$ cat src/rtl/register_file_read_if.sv
// Bus bundle between the decode/writeback stages and the registered register-file read ports.
interface register_file_read_if #(
  parameter int unsigned width  = 32,
  parameter int unsigned addr_w = 4
);
  logic [addr_w-1:0] RA1;
  logic [addr_w-1:0] RA2;
  logic              read;
  logic [addr_w-1:0] WA3;
  logic [width-1:0]  WD3;
  logic              write;
  logic [width-1:0]  R15;
  logic [width-1:0]  RD1;
  logic [width-1:0]  RD2;
  logic              valid;

  modport master (
    output RA1, RA2, read, WA3, WD3, write, R15,
    input  RD1, RD2, valid
  );

  modport slave (
    input  RA1, RA2, read, WA3, WD3, write, R15,
    output RD1, RD2, valid
  );
endinterface

$ cat src/rtl/register_file_read.sv
// Register file (R0-R14) with one write port and two registered read ports acting as the
// A/B operand latches; address 15 returns the externally supplied PC+8.
module register_file_read #(
  parameter int unsigned width  = 32,
  parameter int unsigned addr_w = 4
) (
  input  logic                clk,
  input  logic                reset,
  register_file_read_if.slave bus
);

  localparam int unsigned      NumRegs = (2 ** addr_w) - 1;
  localparam logic [addr_w-1:0] PcAddr = '1;

  logic [width-1:0] regs_q [NumRegs];
  logic [width-1:0] rd1_q, rd1_d;
  logic [width-1:0] rd2_q, rd2_d;
  logic             valid_q, valid_d;

  // Operand selection: PC+8 wins, then same-edge write forwarding, then storage.
  always_comb begin
    rd1_d = rd1_q;
    if (bus.read) begin
      if (bus.RA1 == PcAddr) begin
        rd1_d = bus.R15;
      end else if (bus.write && (bus.WA3 == bus.RA1)) begin
        rd1_d = bus.WD3;
      end else begin
        rd1_d = regs_q[bus.RA1];
      end
    end
  end

  always_comb begin
    rd2_d = rd2_q;
    if (bus.read) begin
      if (bus.RA2 == PcAddr) begin
        rd2_d = bus.R15;
      end else if (bus.write && (bus.WA3 == bus.RA2)) begin
        rd2_d = bus.WD3;
      end else begin
        rd2_d = regs_q[bus.RA2];
      end
    end
  end

  always_comb begin
    valid_d = bus.read;
  end

  always_ff @(posedge clk or negedge reset) begin
    if (!reset) begin
      for (int unsigned i = 0; i < NumRegs; i++) begin
        regs_q[i] <= '0;
      end
    end else if (bus.write && (bus.WA3 != PcAddr)) begin
      regs_q[bus.WA3] <= bus.WD3;
    end
  end

  always_ff @(posedge clk or negedge reset) begin
    if (!reset) begin
      rd1_q   <= '0;
      rd2_q   <= '0;
      valid_q <= 1'b0;
    end else begin
      rd1_q   <= rd1_d;
      rd2_q   <= rd2_d;
      valid_q <= valid_d;
    end
  end

  assign bus.RD1   = rd1_q;
  assign bus.RD2   = rd2_q;
  assign bus.valid = valid_q;

endmodule
$ cat src/flat_wrapper.sv
// flat-port wrapper written by rule: the top's interface ports become plain ports
module register_file_read_flat 
#(
  parameter int unsigned width  = 32,
  parameter int unsigned addr_w = 4
)
  (clk, reset, bus_RA1, bus_RA2, bus_read, bus_WA3, bus_WD3, bus_write, bus_R15, bus_RD1, bus_RD2, bus_valid);
  register_file_read_if #(.width(width), .addr_w(addr_w)) bus_i ();
  input  logic clk;
  input  logic reset;
  input wire logic [$bits(bus_i.RA1)-1:0] bus_RA1;
  input wire logic [$bits(bus_i.RA2)-1:0] bus_RA2;
  input wire logic [$bits(bus_i.read)-1:0] bus_read;
  input wire logic [$bits(bus_i.WA3)-1:0] bus_WA3;
  input wire logic [$bits(bus_i.WD3)-1:0] bus_WD3;
  input wire logic [$bits(bus_i.write)-1:0] bus_write;
  input wire logic [$bits(bus_i.R15)-1:0] bus_R15;
  output wire logic [$bits(bus_i.RD1)-1:0] bus_RD1;
  output wire logic [$bits(bus_i.RD2)-1:0] bus_RD2;
  output wire logic [$bits(bus_i.valid)-1:0] bus_valid;
  assign bus_i.RA1 = bus_RA1;
  assign bus_i.RA2 = bus_RA2;
  assign bus_i.read = bus_read;
  assign bus_i.WA3 = bus_WA3;
  assign bus_i.WD3 = bus_WD3;
  assign bus_i.write = bus_write;
  assign bus_i.R15 = bus_R15;
  assign bus_RD1 = bus_i.RD1;
  assign bus_RD2 = bus_i.RD2;
  assign bus_valid = bus_i.valid;
  register_file_read #(.width(width), .addr_w(addr_w)) u_core (.clk(clk), .reset(reset), .bus(bus_i));
endmodule
$ cat config.mk
export PLATFORM = sky130hd
export DESIGN_NAME = register_file_read_flat
export DESIGN_NICKNAME = d
export VERILOG_FILES = /design/src/rtl/register_file_read_if.sv /design/src/rtl/register_file_read.sv /design/src/flat_wrapper.sv
export SDC_FILE = /design/constraint.sdc
export NUM_CORES = 1
export LEC_CHECK = 0
export ABC_AREA = 1
export CAP_MARGIN = 20
export CORE_AREA = 2 2 460 234
export DETAILED_ROUTE_END_ITERATION = 10
export DIE_AREA = 0 0 462 236
export PLACE_DENSITY = 0.44
export RECOVER_POWER = 100
export SLEW_MARGIN = 40
export SYNTH_ARGS = -nofsm -noshare
export SYNTH_HDL_FRONTEND = slang
export SYNTH_SLANG_ARGS = --single-unit
$ cat constraint.sdc
create_clock -name clk -period 3.5 [get_ports clk]
set_clock_uncertainty 0.2 [all_clocks]
set_input_delay 0.525 -clock clk [delete_from_list [all_inputs] [get_ports clk]]
set_output_delay 0.525 -clock clk [all_outputs]
set_load 0.02 [all_outputs]
==> results of run 1 <==
cells in the mapped netlist:
cell type,number
sky130_fd_sc_hd__nor2_2,4
sky130_fd_sc_hd__nor2_4,3
sky130_fd_sc_hd__o21ai_1,42
sky130_fd_sc_hd__nor3_1,1
sky130_fd_sc_hd__clkinv_1,2
sky130_fd_sc_hd__o211ai_1,2
sky130_fd_sc_hd__nand2_1,2256
sky130_fd_sc_hd__o21ai_0,424
sky130_fd_sc_hd__nor3_2,1
sky130_fd_sc_hd__buf_6,6
sky130_fd_sc_hd__inv_2,5
sky130_fd_sc_hd__clkbuf_1,191
sky130_fd_sc_hd__nand3_1,390
sky130_fd_sc_hd__buf_1,30
sky130_fd_sc_hd__buf_2,85
sky130_fd_sc_hd__buf_4,23
sky130_fd_sc_hd__nand4_1,64
sky130_fd_sc_hd__nand3_2,1
sky130_fd_sc_hd__nor2_1,153
sky130_fd_sc_hd__dfrtp_1,545
sky130_fd_sc_hd__nor3_4,3
sky130_fd_sc_hd__a21oi_1,130
sky130_fd_sc_hd__inv_1,431
placed cells by master, fill, tap and decap left out, types with 6 or more instances in the layout:
cell                              count
sky130_fd_sc_hd__clkdlybuf4s50_1     67
sky130_fd_sc_hd__inv_1              430
sky130_fd_sc_hd__a21oi_1            130
sky130_fd_sc_hd__dlygate4sd3_1       71
sky130_fd_sc_hd__clkbuf_8            19
sky130_fd_sc_hd__nand4_1             64
sky130_fd_sc_hd__nor2_4               6
sky130_fd_sc_hd__nand2_1           2250
sky130_fd_sc_hd__nand3_1            386
sky130_fd_sc_hd__buf_2               10
sky130_fd_sc_hd__clkbuf_1            26
sky130_fd_sc_hd__buf_4               48
sky130_fd_sc_hd__nand2_2              6
sky130_fd_sc_hd__o21ai_0            462
sky130_fd_sc_hd__dfrtp_1            545
sky130_fd_sc_hd__nor2_1             154
sky130_fd_sc_hd__clkbuf_16           59
sky130_fd_sc_hd__clkbuf_2             7
sky130_fd_sc_hd__buf_12              42
power by group through the flow:
stage	logic (uW)	registers (uW)	clock network, uW
after global routing	5680	8680	6900
final	5020	8530	6530
after CTS	5020	8490	6630
after global placement	4960	8590	0
after floorplan	2970	8450	0
after detailed placement	5000	8590	0
per-layer routing:
metal | vias to the layer above | track usage | wire (microns)
li1 | 14800 | - | -
met4 | 4 | 0.0490 | 2330
met5 | - | 0 | 21
met2 | 1602 | 0.336 | 53300
met3 | 159 | 0.0920 | 18400
met1 | 15100 | 0.450 | 76800
worst max-delay path, delay by kind of cell:
family / cells / cell delay [ns]
AND/OR/NAND/NOR: 3 / 0.85
AO/OA/AOI/OAI: 1 / 0.11
buffers and inverters: 4 / 1.78
area by class of cell:
cell class,instances,area [sq um]
Antenna cell,5,12.5
Clock buffer,96,1810
Clock inverter,8,93.8
Fill cell,11500,69600
Inverter,438,1660
Multi-Input combinational cell,3474,14500
Sequential cell,545,13600
Tap cell,1435,1800
Timing Repair Buffer,255,2720
stage by stage:
step	total power [uW]	instances	util	setup slack (ns)
floorplan	11400	4792	-	1.53
global placement	13600	6145	0.327	0.327
detailed placement	13600	6145	0.327	0.276
CTS	20100	6250	0.345	0.836
global route	21300	6251	0.343	0.389
finish	20100	6256	0.343	0.497
flip-flops by register name, summed over array words and instances, names as in the netlist:
name,cells
u_core.bus.RD1,32
u_core.bus.RD2,32
u_core.bus.valid,1
u_core.regs_q,480
cell families (layout without fill, tap and decap cells):
logic type,Yosys count,count (layout),synth area share
other,0,5,0
buffers and inverters,773,797,0.100
AO/OA/AOI/OAI,598,598,0.0958
flip-flops,545,545,0.436
AND/OR/NAND/NOR,2876,2876,0.368
how the worst min path moves through the flow:
stage                            start                 end  cells past startpoint
finish                      bus_WD3[4]  u_core.regs_q[196]                      3
global route                bus_WD3[4]  u_core.regs_q[196]                      3
CTS                           bus_read    u_core.bus.valid                      1
detailed placement  u_core.bus.RD1[28]  u_core.bus.RD1[28]                      2
global placement    u_core.regs_q[323]  u_core.regs_q[323]                      2
floorplan                        reset   u_core.bus.RD1[0]                      0
timing repair:
item	in CTS	in global routing
setup endpoints to repair	0	0
endpoints found under the hold margin	88	0
hold buffers	1	0
==> run summary, run 1 <==
Status
* finished with violations — run status
* max-capacitance violations, max-slew violations — failing checks

Power
* 385 uV — peak supply drop
* 12900 uW — Int Pwr
* 7210 uW — Psw
* 554 nW/um^2 — power per cell area
* 0.425 — Seq pwr share
* 0.359 — switching fraction of total power
* 0.0188 uW — Pleak
* 0.250 — share of total power in combinational logic
* 0.325 — clock network power share

Timing
* 1.80 ns — Least-Margin Pin Slew
* 0 — final setup violation count
* 3.00 ns — post-layout min period
* -0.202 — Slew Limit Headroom
* 0 — final hold violations
* 0.267 ns — Final Hold Slack
* 590 — count of final max-slew check failures
* 0.858 — Tcrit/Tclk final
* 0 ns — sum of negative setup slack
* false — unrepaired setup endpoints after global routing
* 0.333 GHz — Max Fclk

Synth
* 0.436 — top cell type's share of synthesized area
* sky130_fd_sc_hd__dfrtp_1 — cell type with the largest total area after synthesis
* 31300 sq um — Netlist Area Pre-Place
* 4792 — Post-Synthesis Cells
* 0 — yosys warns
* 23 — count of cell types in the netlist
* 4872 — net count after synthesis
* 545 — synthesized flop and latch total
* sky130_fd_sc_hd__dfrtp_1 44%, sky130_fd_sc_hd__nand2_1 27%, sky130_fd_sc_hd__o21ai_0 6.8% — biggest area contributors in the synthesized netlist
* 6.53 sq um — Post-Syn Area per Cell
* 0.436 — Seq/Total Area, Yosys

Layout
* 4851 — post-layout net count
* 36300 sq um — Non-Filler Cell Area, Final
* 15.8% — synth-to-layout area growth
* 0.0453 — ratio of cells with drive above 1 in the final layout

Die
* 145 — Boundary Pins
* 0.296 — Starting Density
* 85 — std cell rows
* 109000 sq um — Die Area
* 106000 sq um — area of the core
* 462 microns — Die Span X
* 236 microns — Die Y-Extent

Worst setup path
* 12 — number of cells on the worst reg-to-reg path
* u_core.regs_q[320] — crit path capture
* bus_write — beginning of the critical path
* 0.74 ns — Slowest Stage Delay on Critical Path
* dlygate4sd3_1, inv_1, nor3_1, buf_4, nand2_1, clkbuf_2, nand2_1, o21ai_0 — cell breakdown of the critical path
* 1.52 ns — R2R setup slack
* input port — startpoint kind of the worst setup timing path
* u_core.bus.RD1[1] — Crit Reg-Reg Endpoint
* input port to flop — crit path kind
* 3.30 ns — CP arrival
* sky130_fd_sc_hd__nand2_1 — cell occurring most often along the worst timing path
* flop — CP endpoint kind
* u_core.regs_q[193] — reg-to-reg critical path startpoint
* 3.80 ns — Data required, critical path
* 34 — largest fanout on the critical path
* sky130_fd_sc_hd__clkbuf_2 — cell with the largest stage delay on the worst path

Global routing
* 220000 microns — wire length of the first global-routing pass
* 0.275 — GRT Resource Usage Total
* 0 — global-route congestion overflow total
* 94 — pin count of the biggest net entering global routing
* 9 — number of antenna violations at the first check in global routing
* 29300 — via count of the first global-routing pass

Clocking
* 0 — post-CTS sizing
* 3 — largest buffer count on any clock path
* sky130_fd_sc_hd__clkbuf_16 — Root Buffer
* 57 — clock buffer count from CTS
* built — CTS tree
* 0.07 ns — Clock transition at path regs
* 2 — CTS H-Tree Depth
* 545 — total clock sinks
* 0 — Setup Fix Bufs, Post-CTS
* 0.67 ns — Worst-Skew Late Latency

Route
* 6 — number of detailed-route iterations in the first pass
* 0 — Routed Antenna Nets
* 24.1 microns — post-detailed-route wirelength per cell
* 4403 — DRC violation total after the first TritonRoute iteration
* 151000 microns — total length of routed wires
* 0 — remaining routing DRC violations
* 5.07 — average via count per standard cell
* 31700 — total via count in the routed design

Place
* 34600 sq um — Placed Area
* 144 — Buffers on Ports
* 0.890 — Placer Congestion
* 95900 microns — final HPWL from detailed placement

Run
* 11 — Max Cap Violations

Min path
* input port to flop — min-delay worst type

No activity file was read; power rests on OpenSTA's default activity.
==> inputs of run 2 (changes only) <==
- DONT_BUFFER_PORTS: not set -> 1
- PLACE_DENSITY: 0.44 -> 0.42
==> run summary, run 2 (synthesis results as in run 1) <==
Status
* finished with violations — run status
* max-capacitance violations, max-slew violations — failing checks

Timing
* 0 — final hold violations, unchanged
* 2.95 ns — post-layout min period, -0.0490 ns
* 0.844 — Tcrit/Tclk final, -0.0140
* 0.339 GHz — Max Fclk, +1.7%
* -0.521 — Slew Limit Headroom, -0.319
* false — unrepaired setup endpoints after global routing
* 0 — final setup violation count, unchanged
* 0.0576 ns — Final Hold Slack, -0.209 ns
* 2.28 ns — Least-Margin Pin Slew, +0.479 ns
* 0 ns — sum of negative setup slack, unchanged
* 365 — count of final max-slew check failures, -38%

Global routing
* 0.271 — GRT Resource Usage Total, -0.00380
* 0.323 — routing usage on met2, -0.0125
* 546 — pin count of the biggest net entering global routing, +480%
* 0.0956 — met3 track utilization from global routing, +0.00363
* 7 — number of antenna violations at the first check in global routing, -2
* 0.451 — met1 GRT Util, +0.000884
* 216000 microns — wire length of the first global-routing pass, -1.7%
* met1 — grt peak-use layer
* 0 — global-route congestion overflow total, unchanged
* 28600 — via count of the first global-routing pass, -2.5%

Route
* 0 — Routed Antenna Nets, unchanged
* 0 — remaining routing DRC violations, unchanged
* 4442 — DRC violation total after the first TritonRoute iteration, +0.89%
* 7 — number of detailed-route iterations in the first pass, +1
* 24.3 microns — post-detailed-route wirelength per cell, +0.68%
* 5.06 — average via count per standard cell, -0.21%
* 150000 microns — total length of routed wires, -0.87%
* 31200 — total via count in the routed design, -1.7%

Place
* 0 — Buffers on Ports, -100%
* 0.859 — Placer Congestion, -3.5%
* 32700 sq um — Placed Area, -5.4%
* 5988 — cell count after placement, -2.6%
* 93200 microns — final HPWL from detailed placement, -2.8%

Die
* 145 — Boundary Pins, unchanged
* 0.296 — Starting Density, unchanged
* 85 — std cell rows, unchanged
* 462 microns — Die Span X, unchanged
* 109000 sq um — Die Area, unchanged
* 236 microns — Die Y-Extent, unchanged
* 106000 sq um — area of the core, unchanged

Min path
* 3 — Hold Path Depth, unchanged
* input port to flop — min-delay worst type
* u_core.bus.RD1[1] — end point of the most critical hold path
* bus_read — startpoint of the lowest-slack hold path

Clocking
* 545 — total clock sinks, unchanged
* 3 — largest buffer count on any clock path, unchanged
* 0.07 ns — Clock transition at path regs, about the same
* sky130_fd_sc_hd__clkbuf_16 — Root Buffer
* built — CTS tree
* 0 — post-CTS sizing, unchanged
* 57 — clock buffer count from CTS, unchanged
* 0.68 ns — Worst-Skew Late Latency, about the same
* 2 — CTS H-Tree Depth, unchanged
* 0 — Setup Fix Bufs, Post-CTS, unchanged

Worst setup path
* 3.85 ns — Data required, critical path, +0.05 ns
* input port to flop — crit path kind
* u_core.bus.RD1[17] — Crit Reg-Reg Endpoint
* 168 — largest fanout on the critical path, +390%
* 12 — number of cells on the worst reg-to-reg path, unchanged
* flop — CP endpoint kind
* input port — startpoint kind of the worst setup timing path
* 3.31 ns — CP arrival, about the same
* u_core.regs_q[177] — reg-to-reg critical path startpoint
* 1.30 ns — R2R setup slack, -0.22 ns

Power
* 0.356 — switching fraction of total power, -0.00272
* 0.333 — clock network power share, +0.008
* 12700 uW — Int Pwr, -1.7%
* 560 nW/um^2 — power per cell area, +1.1%
* 0.224 — share of total power in combinational logic, -0.026
* 7000 uW — Psw, -2.8%
* 330 uV — peak supply drop, -14%
* 0.0182 uW — Pleak, -2.8%
* 0.442 — Seq pwr share, +0.017

Layout
* 0.332 — final core area utilization, -0.0108
* 6160 — non-filler cells in the finished layout, -1.5%
* 4761 — post-layout net count, -1.9%
* 480 — max reg flops, unchanged
* sky130_fd_sc_hd__nand2_1 — most common library cell in the layout ignoring fill and taps
* 2254 x sky130_fd_sc_hd__nand2_1, 545 x sky130_fd_sc_hd__dfrtp_1, 464 x sky130_fd_sc_hd__o21ai_0 — commonest cells after routing, fill and taps aside
* u_core.regs_q — register name with the most flops
* 12.2% — synth-to-layout area growth
* 35100 sq um — Non-Filler Cell Area, Final, -3.2%
* 11600 — number of fill cells in the layout, +0.92%
* 0.0404 — ratio of cells with drive above 1 in the final layout, -0.00483

Run
* 9 — Max Cap Violations, -2

==> run 2: cell type report <==
type	instances	area, sq um	share of cell area
clock inverter	12	164	0.00467
tap	1435	1800	0.0511
multi-input combinational	3474	14500	0.414
clock buffer	89	1720	0.0489
timing repair buffer	165	1610	0.0458
inverter	438	1660	0.0473
antenna	2	5.00	0.000143
sequential	545	13600	0.388
==> run 2: metrics by stage <==
step | total power [uW] | setup WS [ns]
floorplan | 11400 | 1.53
global placement | 12900 | 0.692
detailed placement | 12900 | 0.704
CTS | 19600 | 1.42
global route | 20800 | 0.531
finish | 19700 | 0.546
==> run 2: repair_timing <==
action,in CTS,in global routing
hold buffers,63,2
endpoints found under the hold margin,670,332
endpoints found under the setup margin,0,0
==> run 2: worst max-delay path: stages <==
cell and delay (ns):
sky130_fd_sc_hd__inv_6 0.38, sky130_fd_sc_hd__clkbuf_2 0.92, sky130_fd_sc_hd__buf_4 0.37, sky130_fd_sc_hd__nand2_1 0.07, sky130_fd_sc_hd__nand3_1 0.07, sky130_fd_sc_hd__nand2_1 0.09
sky130_fd_sc_hd__nand2_1 0.07, sky130_fd_sc_hd__nand2_1 0.12, sky130_fd_sc_hd__nor2_1 0.21, sky130_fd_sc_hd__nand2_1 0.08, sky130_fd_sc_hd__nand2_1 0.09, sky130_fd_sc_hd__nand2_1 0.06
sky130_fd_sc_hd__nand2_1 0.06, sky130_fd_sc_hd__nand2_1 0.04
==> run 2: worst max-delay path by stage <==
stage / cells after the start / endpoint / slack (ns) / start
floorplan: 11 / u_core.bus.RD1[10] / 1.53 / bus_write
global placement: 14 / u_core.bus.RD1[0] / 0.69 / bus_RA1[0]
detailed placement: 13 / u_core.bus.RD2[1] / 0.70 / bus_RA2[0]
CTS: 14 / u_core.bus.RD1[0] / 1.42 / bus_RA1[0]
global route: 13 / u_core.bus.RD2[20] / 0.53 / bus_RA2[0]
finish: 14 / u_core.bus.RD1[0] / 0.55 / bus_RA1[0]
==> run 2: power groups by stage <==
stage,registers (uW),logic [uW],clock network (uW)
after floorplan,8450,2970,0
after global placement,8780,4090,0
after detailed placement,8770,4110,0
after global routing,8860,5040,6930
after CTS,8660,4210,6680
final,8700,4410,6550
==> run 2: layer usage <==
metal | wire, microns | vias up | share of wire
li1 | - | 14600 | -
met1 | 77200 | 14900 | 0.52
met2 | 51500 | 1474 | 0.34
met3 | 19100 | 124 | 0.13
met4 | 1760 | 0 | 0.012
met5 | 0 | - | 0
